**src/rtl/cutelock_pkg.sv**
```systemverilog
// Shared types and constants for the Cute-Lock key scheduler slice.
package cutelock_pkg;

    localparam int unsigned KEY_W_DEF    = 3;
    localparam int unsigned NUM_KEYS_DEF = 4;

    typedef enum logic [1:0] {
        ST_IDLE  = 2'd0,
        ST_LOAD  = 2'd1,
        ST_ARMED = 2'd2,
        ST_RUN   = 2'd3
    } state_t;

    // XOR-reduce; zero-extension of narrower words leaves the result unchanged.
    function automatic logic parity32(input logic [31:0] v);
        return ^v;
    endfunction

endpackage

```
**src/rtl/cutelock_phase_ctr.sv**
```systemverilog
// Wrapping CNT_W-bit phase counter with synchronous clear and enable.
module cutelock_phase_ctr #(
    parameter int unsigned CNT_W = 2
) (
    input  logic             clock,
    input  logic             reset_n,
    input  logic             clear,
    input  logic             en,
    output logic [CNT_W-1:0] count,
    output logic [CNT_W-1:0] count_nxt_c
);

    always_comb begin
        count_nxt_c = count;
        if (clear) begin
            count_nxt_c = '0;
        end else if (en) begin
            count_nxt_c = count + CNT_W'(1);
        end
    end

    always_ff @(posedge clock) begin
        if (!reset_n) begin
            count <= '0;
        end else begin
            count <= count_nxt_c;
        end
    end

endmodule

```
**src/rtl/cutelock_key_scheduler.sv**
```systemverilog
// Time-multiplexed key sequencer driving a Cute-Lock core's key inputs and reset.
// Optional even-parity check on config words: define KEYSCHED_PARITY_EN.
module cutelock_key_scheduler
    import cutelock_pkg::*;
#(
    parameter int unsigned KEY_W    = KEY_W_DEF,
    parameter int unsigned NUM_KEYS = NUM_KEYS_DEF,
    parameter int unsigned CNT_W    = $clog2(NUM_KEYS)
) (
    input  logic             clock,
    input  logic             reset_n,
    input  logic             cfg_valid,
    output logic             cfg_ready,
    input  logic [CNT_W-1:0] cfg_idx,
    input  logic [KEY_W-1:0] cfg_key,
    input  logic             cfg_last,
    input  logic             run_req,
    input  logic             clear_req,
    output logic             core_rst_n,
    output logic [KEY_W-1:0] key_out,
    output logic [CNT_W-1:0] phase,
    output logic             armed,
    output logic             running,
    output logic             load_err
`ifdef KEYSCHED_PARITY_EN
    ,
    input  logic             cfg_par,
    output logic             par_err
`endif
);

    state_t                state, state_nxt;
    logic [KEY_W-1:0]      mem [NUM_KEYS];
    logic [NUM_KEYS-1:0]   mask, mask_nxt, mask_upd_c;
    logic                  acc_c, word_ok_c, wr_c, full_c;
    logic                  load_err_nxt;
    logic                  ctr_clear_c, ctr_en_c;
    logic [CNT_W-1:0]      phase_nxt_c;

`ifdef KEYSCHED_PARITY_EN
    logic par_err_nxt;
    assign word_ok_c = ~parity32(32'({cfg_key, cfg_par}));
`else
    assign word_ok_c = 1'b1;
`endif

    assign acc_c      = cfg_valid & cfg_ready;
    assign wr_c       = acc_c & word_ok_c & ~clear_req;
    assign mask_upd_c = mask | (wr_c ? (NUM_KEYS'(1) << cfg_idx) : '0);
    assign full_c     = &mask_upd_c;

    // Next state, mask and sticky error flags; clear_req overrides everything.
    always_comb begin
        state_nxt    = state;
        mask_nxt     = mask;
        load_err_nxt = load_err;
        if (wr_c) begin
            mask_nxt = mask_upd_c;
        end
        case (state)
            ST_IDLE, ST_LOAD: begin
                if (acc_c) begin
                    if (state == ST_IDLE) begin
                        load_err_nxt = 1'b0;
                    end
                    state_nxt = ST_LOAD;
                    if (cfg_last) begin
                        if (full_c) begin
                            state_nxt = ST_ARMED;
                        end else begin
                            state_nxt    = ST_IDLE;
                            mask_nxt     = '0;
                            load_err_nxt = 1'b1;
                        end
                    end
                end
            end
            ST_ARMED: if (run_req)  state_nxt = ST_ARMED == ST_ARMED ? ST_RUN : ST_RUN;
            ST_RUN:   if (!run_req) state_nxt = ST_ARMED;
            default:  state_nxt = ST_IDLE;
        endcase
        if (clear_req) begin
            state_nxt    = ST_IDLE;
            mask_nxt     = '0;
            load_err_nxt = load_err;
        end
`ifdef KEYSCHED_PARITY_EN
        par_err_nxt = par_err | (acc_c & ~word_ok_c & ~clear_req);
`endif
        ctr_clear_c = (state_nxt != ST_RUN);
        ctr_en_c    = (state == ST_RUN);
    end

    cutelock_phase_ctr #(.CNT_W(CNT_W)) u_phase_ctr (
        .clock       (clock),
        .reset_n     (reset_n),
        .clear       (ctr_clear_c),
        .en          (ctr_en_c),
        .count       (phase),
        .count_nxt_c (phase_nxt_c)
    );

    always_ff @(posedge clock) begin
        if (!reset_n) begin
            state      <= ST_IDLE;
            mask       <= '0;
            load_err   <= 1'b0;
            cfg_ready  <= 1'b1;
            core_rst_n <= 1'b0;
            armed      <= 1'b0;
            running    <= 1'b0;
        end else begin
            state      <= state_nxt;
            mask       <= mask_nxt;
            load_err   <= load_err_nxt;
            cfg_ready  <= (state_nxt == ST_IDLE) || (state_nxt == ST_LOAD);
            core_rst_n <= (state_nxt == ST_RUN);
            armed      <= (state_nxt == ST_ARMED) || (state_nxt == ST_RUN);
            running    <= (state_nxt == ST_RUN);
        end
    end

`ifdef KEYSCHED_PARITY_EN
    always_ff @(posedge clock) begin
        if (!reset_n) begin
            par_err <= 1'b0;
        end else begin
            par_err <= par_err_nxt;
        end
    end
`endif

    // Key word is looked up with the same next-phase value the counter loads,
    // so key_out and phase always move together.
    always_ff @(posedge clock) begin
        if (!reset_n) begin
            key_out <= '0;
        end else if (state_nxt == ST_RUN) begin
            key_out <= mem[phase_nxt_c];
        end else begin
            key_out <= '0;
        end
    end

    always_ff @(posedge clock) begin
        if (!reset_n || clear_req) begin
            for (int unsigned i = 0; i < NUM_KEYS; i++) begin
                mem[CNT_W'(i)] <= '0;
            end
        end else if (wr_c) begin
            mem[cfg_idx] <= cfg_key;
        end
    end

endmodule

```
**config.mk**
```make
export PLATFORM = sky130hd
export DESIGN_NAME = cutelock_key_scheduler
export DESIGN_NICKNAME = d
export VERILOG_FILES = /design/src/rtl/cutelock_pkg.sv /design/src/rtl/cutelock_phase_ctr.sv /design/src/rtl/cutelock_key_scheduler.sv
export SDC_FILE = /design/constraint.sdc
export NUM_CORES = 1
export LEC_CHECK = 0
export BUFFER_PORTS_ARGS = -buffer_cell sky130_fd_sc_hd__buf_2
export CORE_ASPECT_RATIO = 0.6
export CORE_MARGIN = 10
export CORE_UTILIZATION = 45
export DETAILED_ROUTE_END_ITERATION = 8
export HOLD_SLACK_MARGIN = 0.12
export PLACE_DENSITY = 0.79
export SYNTH_ARGS = -nofsm -noshare
export SYNTH_HDL_FRONTEND = slang
export SYNTH_SLANG_ARGS = --single-unit
```
**constraint.sdc**
```tcl
create_clock -name clock -period 1.54 [get_ports clock]
set_input_delay 0.077 -clock clock [delete_from_list [all_inputs] [get_ports clock]]
set_output_delay 0.077 -clock clock [all_outputs]
set_load 0.05 [all_outputs]
```
==> results of run 1 <==
==> state kept, by name, summed over array words and instances, names as in the netlist <==
name and count:
armed 1, cfg_ready 1, key_out 3, load_err 1, mask 4, mem 12, running 1, state 2
u_phase_ctr.count 2
==> layout make-up <==
type | instances | area share
multi-input combinational | 78 | 0.3496
inverter | 4 | 0.01011
clock buffer | 4 | 0.03033
sequential | 27 | 0.4499
timing repair buffer | 33 | 0.1331
tap | 32 | 0.02696
==> per-stage QoR <==
step / instance area [um^2] / setup slack (ps) / util / cells / power (mW)
after floorplan: 1220 / -112.0 / - / 114 / 0.8518
after global placement: 1409 / -12.49 / 0.5547 / 172 / 0.8867
after detailed placement: 1409 / -46.22 / 0.5547 / 172 / 0.8905
after CTS: 1476 / -51.05 / 0.5813 / 177 / 1.283
after global routing: 1485 / -97.69 / 0.5847 / 178 / 1.336
final: 1485 / -50.38 / 0.5847 / 178 / 1.283
==> power by group through the flow <==
stage,sequential (mW),clock [mW],combinational [mW]
after floorplan,0.792,0,0.0600
after global placement,0.791,0,0.0960
after detailed placement,0.791,0,0.0995
after CTS,0.774,0.405,0.104
after global routing,0.777,0.440,0.119
final,0.775,0.402,0.106
==> timing repair <==
action	CTS	global route
resized for setup	2	1
setup buffers	1	1
endpoints found under the setup margin	3	11
==> how the worst max path moves through the flow <==
| stage | from | end | slack, ps | depth (start not counted) |
|---|---|---|---|---|
| 2_1_floorplan | cfg_ready$_SDFF_PN1_ | mask[0]$_SDFF_PP0_ | -110 | 4 |
| 3_3_place_gp | cfg_ready$_SDFF_PN1_ | mask[1]$_SDFF_PP0_ | -10 | 4 |
| 3_5_place_dp | cfg_ready$_SDFF_PN1_ | mask[1]$_SDFF_PP0_ | -50 | 4 |
| 4_1_cts | cfg_ready$_SDFF_PN1_ | mask[2]$_SDFF_PP0_ | -50 | 4 |
| 5_1_grt | cfg_ready$_SDFF_PN1_ | mask[0]$_SDFF_PP0_ | -100 | 4 |
| 6_report | cfg_ready$_SDFF_PN1_ | mask[0]$_SDFF_PP0_ | -50 | 4 |
==> cells in the mapped netlist (2+ instances only) <==
cell,instances
nor3_1,3
nand3b_1,3
edfxtp_1,12
a21o_1,2
o32ai_1,2
and3_1,3
clkbuf_1,2
buf_4,2
nor2b_1,2
nand2_1,9
a211oi_1,7
inv_1,4
a21bo_2,2
a21oi_1,6
a211o_1,2
o21ai_0,5
nand3_1,4
nand2b_1,3
dfxtp_1,15
nor2_1,10
mux2i_1,3
==> routing by layer <==
| layer | GRT usage | wire (um) |
|---|---|---|
| met5 | 0 | 0 |
| met4 | 0.006897 | 0 |
| met3 | 0.04478 | 246 |
| met2 | 0.1769 | 1282 |
| met1 | 0.1322 | 1143 |
==> cells by family after synthesis <==
logic type | after synthesis
and+or+nand+nor | 43
AOI/OAI and AO/OA | 31
DFF | 27
buffers and inverters | 9
muxes | 3
xor gates and xnor gates | 1
==> tightest hold or removal path, cell delays in order <==
cell and delay [ps]:
buf_2 100, nand2_1 110, a21oi_1 70
==> results.yml, run 1 <==
synth:
  synth_area_leader_cell: "edfxtp_1"
  synth.top_cell.area_share: 0.2969
  ys_warn_count: 0
  ys_types: 34
  syn_area_per_cell_um2: 10.65
  netlist_top_cells_area: "edfxtp_1 30%, dfxtp_1 25%, a211oi_1 4.3%"
  synth_nets: 125
  synthCells: 114
  synth_compound_area_frac: 0.1948
  ys_ff_latch: 27
  synthArstFlopShare: 0
  ys_seq_area_frac: 0.5443
  synthXorXnorAreaFrac: 0.007216
  synthAdderAreaFrac: 0
  synth_edf_count: 12
  syn-cell-area_um2: 1214
  synthMuxAreaShare: 0.02474
  synth-simple-area-share: 0.1887
  synth_top_family_by_area: "compound AO/OA/AOI/OAI gates"
  synthFlopType: "dfxtp_1"
clock_tree:
  cts.clk_slew.worst_paths_ps: 90
  htree_levels: 1
  root_buffer: "clkbuf_8"
  cts_tree: "yes"
  clock_latency_ps: 270
  cts_buffers: 3
  clockBufferDepth: 2
  ctsHoldBuffers: 0
  cts_sinks: 27
timing:
  drv_slew: 0
  tightest_slew_ps: 485.7
  slew_headroom: 0.6728
  whs_ps: 125.5
  setup_ws_ps: -50.38
  setup_violations: 3
  period_needed_ps: 1590
  hold_viol: 0
  skew_ps: 2.353
  rsz0062_at_grt: "true"
  period_share: 1.033
  clock.fmax_mhz: 628.8
  timing.setup.tns_ps: -146.7
placed_design:
  place.gp.congestion: 0.8250
  dp_hpwl_mm: 2.089
  port_buffers: 20
routing:
  first_iter_violations: 74
  via_per_inst: 5.466
  drc: 0
  drt-total-wl_mm: 2.672
  vias: 973
  ant_nets: 0
  wl_per_cell_um: 15.01
  detail_route.first_pass.iterations: 4
critical_path:
  worst_path_max_delay_cell: "or4_4"
  crit_arrival_ps: 1780
  crit_chain: "and3b_2 -> a31oi_4 -> or4_4 -> o32ai_2"
  cp-start-kind: "flip-flop"
  critical_path.top_delay_family: "simple AND/OR/NAND/NOR gates"
  r2r-end: "mask[0]$_SDFF_PP0_"
  crit_type: "flip-flop to flip-flop"
  worstPathRequired_ps: 1730
  max_stage_delay_ps: 590
  path_buf_inv: 0
  r2r_start: "cfg_ready$_SDFF_PN1_"
  end_kind: "flip-flop"
  r2r_setup_slack_ps: -50
  reg2reg_depth: 4
  crit_fanout: 4
die:
  die_h_um: 60.23
  design.die.area_um2: 5242
  core_area_um2: 2540
  start_util: 0.4778
  num_rows: 14
  fp.dieW_um: 87.05
  io_pins: 21
global_routing:
  grt_pass1_wl_mm: 4.519
  grt_pass1_vias: 917
  track_usage: 0.1068
  antenna_found_initial: 0
  grt_max_degree: 15
  grt_overflow: 0
final_layout:
  final_common_cell: "buf_2"
  fin_nets: 158
  area_growth_pct: 22.37
  antenna_cells: 0
  seqCellArea_um2: 668.1
  layout_common_cells: "20 x buf_2, 13 x buf_4, 12 x edfxtp_1"
  drive_above_1_share: 0.3493
  multi_input_area_um2: 519.2
  fillers: 210
job:
  drv_cap: 0
hold_path:
  min_to: "state[0]$_SDFF_PN0_"
  hp-start: "run_req"
  min_path_cells: 3
  min_path_type: "input port to flip-flop"
power:
  p_seq_frac: 0.604
  p_sw_frac: 0.2241
  pwr-share-comb: 0.083
  ir_worst_vdd_v: 0.0004860
  p_clk_frac: 0.313
  power.density_nw_per_um2: 863.7
  p_sw_uw: 287.5
  power.leakage_nw: 0.6472
  p_int_uw: 995.2
outcome:
  violations: "negative setup slack"
  outcome: "finished with violations"
(Power assumes the default switching activity.)
==> inputs of run 2 (changes only) <==
Settings changed: SETUP_SLACK_MARGIN set to 0.1, SKIP_CTS_REPAIR_TIMING set to 1.
==> run 2 against run 1 <==
Effect of this change:
- the flow still finishes with violations (negative setup slack)
- wire length rose by 8.9%
- clock skew rose by 3.2 ps
- via count rose by 2.1%
- utilization rose by 1.3 points
- cell area rose by 2.2%
- highest routed layer is now met4
==> results.yml, run 2 (synthesis results as in run 1) <==
placed_design:
  port_buffers: 20
  dpl_worst_slack_ps: -91.58
  place.gp.congestion: 0.7830
  place_area_um2: 1414
  dp_hpwl_mm: 2.178
clock_tree:
  cts_tree: "yes"
  clockBufferDepth: 2
  cts.clk_slew.worst_paths_ps: 90
  cts_sinks: 27
  root_buffer: "clkbuf_8"
  clock_latency_ps: 270
  cts_buffers: 3
  htree_levels: 1
final_layout:
  final_common_cell: "buf_2"
  largest_reg_flops: 12
  top_regs: "mem: 12 flops, mask: 4 flops, key_out: 3 flops"
  layout_common_cells: "20 x buf_2, 14 x buf_4, 12 x edfxtp_1"
  design_area_um2: 1518
  fin_nets: 159
  drive_above_1_share: 0.3741
  antenna_cells: 0
  largest_register: "mem"
  area_growth_pct: 25.05
die:
  core_area_um2: 2540
  design.die.area_um2: 5242
  die_h_um: 60.23
  io_pins: 21
  start_util: 0.4778
  num_rows: 14
  fp.dieW_um: 87.05
timing:
  setup_violations: 5
  slew_headroom: 0.5813
  rsz0062_at_grt: "true"
  skew_ps: 5.536
  clock.fmax_mhz: 617.9
  period_share: 1.051
  setup_ws_ps: -78.26
  tightest_slew_ps: 621.4
  drv_slew: 0
  period_needed_ps: 1618
  hold_viol: 0
hold_path:
  min_path_cells: 3
  min_to: "load_err$_SDFFE_PN0P_"
  min_path_type: "input port to flip-flop"
  hp-start: "reset_n"
global_routing:
  track_usage: 0.1075
  grt_pass1_wl_mm: 4.478
  antenna_found_initial: 0
  grt_pass1_vias: 958
  grt_overflow: 0
  grt_max_degree: 16
routing:
  vias: 993
  detail_route.first_pass.iterations: 4
  drc: 0
  first_iter_violations: 61
  wl_per_cell_um: 16.26
  drt-total-wl_mm: 2.910
  ant_nets: 0
  via_per_inst: 5.547
critical_path:
  crit_arrival_ps: 1800
  r2r_setup_slack_ps: -80
  r2r_start: "cfg_ready$_SDFF_PN1_"
  critical_path.top_delay_family: "simple AND/OR/NAND/NOR gates"
  r2r-end: "mask[0]$_SDFF_PP0_"
  max_stage_delay_ps: 570
  crit_chain: "and3b_2 -> a21oi_1 -> or4_4 -> o32ai_2"
  path_buf_inv: 0
  reg2reg_depth: 4
  crit_fanout: 5
  end_kind: "flip-flop"
  cp-start-kind: "flip-flop"
  worstPathRequired_ps: 1720
  worst_path_max_delay_cell: "or4_4"
  crit_type: "flip-flop to flip-flop"
power:
  ir_worst_vdd_v: 0.0005894
  power.leakage_nw: 0.6554
  power.density_nw_per_um2: 842.2
outcome:
  outcome: "finished with violations"
  violations: "negative setup slack"
job:
  drv_cap: 0
[run 2: worst max path at each step]
| stage | startpoint | endpoint | slack, ps | cells after the start |
|---|---|---|---|---|
| after CTS | cfg_ready$_SDFF_PN1_ | mask[0]$_SDFF_PP0_ | -110 | 4 |
| after global routing | cfg_ready$_SDFF_PN1_ | mask[1]$_SDFF_PP0_ | -130 | 4 |
| after floorplan | cfg_ready$_SDFF_PN1_ | mask[0]$_SDFF_PP0_ | -110 | 4 |
| after global placement | cfg_ready$_SDFF_PN1_ | mask[1]$_SDFF_PP0_ | -30 | 4 |
| after detailed placement | cfg_ready$_SDFF_PN1_ | mask[0]$_SDFF_PP0_ | -90 | 4 |
| final | cfg_ready$_SDFF_PN1_ | mask[0]$_SDFF_PP0_ | -80 | 4 |
[run 2: power breakdown]
group          switching, mW  total, mW  leakage (nW)  internal, mW
Combinational         0.0671      0.111         0.372        0.0441
Clock                  0.214      0.395        0.0255         0.181
Sequential           0.00999      0.772         0.258         0.762
Total                  0.291       1.28         0.655         0.988
[run 2: final cells by class]
cell class              instances  area [um^2]
repair buffers                 34        205.2
clock inverters                 1        5.005
clock buffers                   3        41.29
well taps                      32        40.04
flip-flops and latches         27        673.1
multi-input cells              78        538.0
inverters                       4        15.01
fillers                       214         1022
[run 2: routing by layer]
| metal | vias up | track usage | wire, um |
|---|---|---|---|
| met2 | 33 | 0.1634 | 1344 |
| li1 | 492 | - | - |
| met3 | 4 | 0.05156 | 245 |
| met1 | 464 | 0.1332 | 1295 |
| met5 | - | 0 | 0 |
| met4 | 0 | 0.02759 | 25 |
[run 2: worst reg2reg max path, stage by stage (launching register included)]
cell and delay [ps]:
dfxtp_4 360, and3b_2 270, a21oi_1 120, or4_4 580
o32ai_2 220
[run 2: per-stage QoR]
stage               utilization  instances  hold slack [ps]  TNS [ps]  power [mW]
floorplan                     -        114            266.1    -325.6      0.8483
global placement         0.5567        172            396.1    -39.78      0.8865
detailed placement       0.5567        172            393.2    -194.6      0.8919
CTS                      0.5749        176            110.0    -307.2       1.275
global route             0.5975        179            147.1    -681.5       1.319
finish                   0.5975        179            108.2    -221.4       1.278
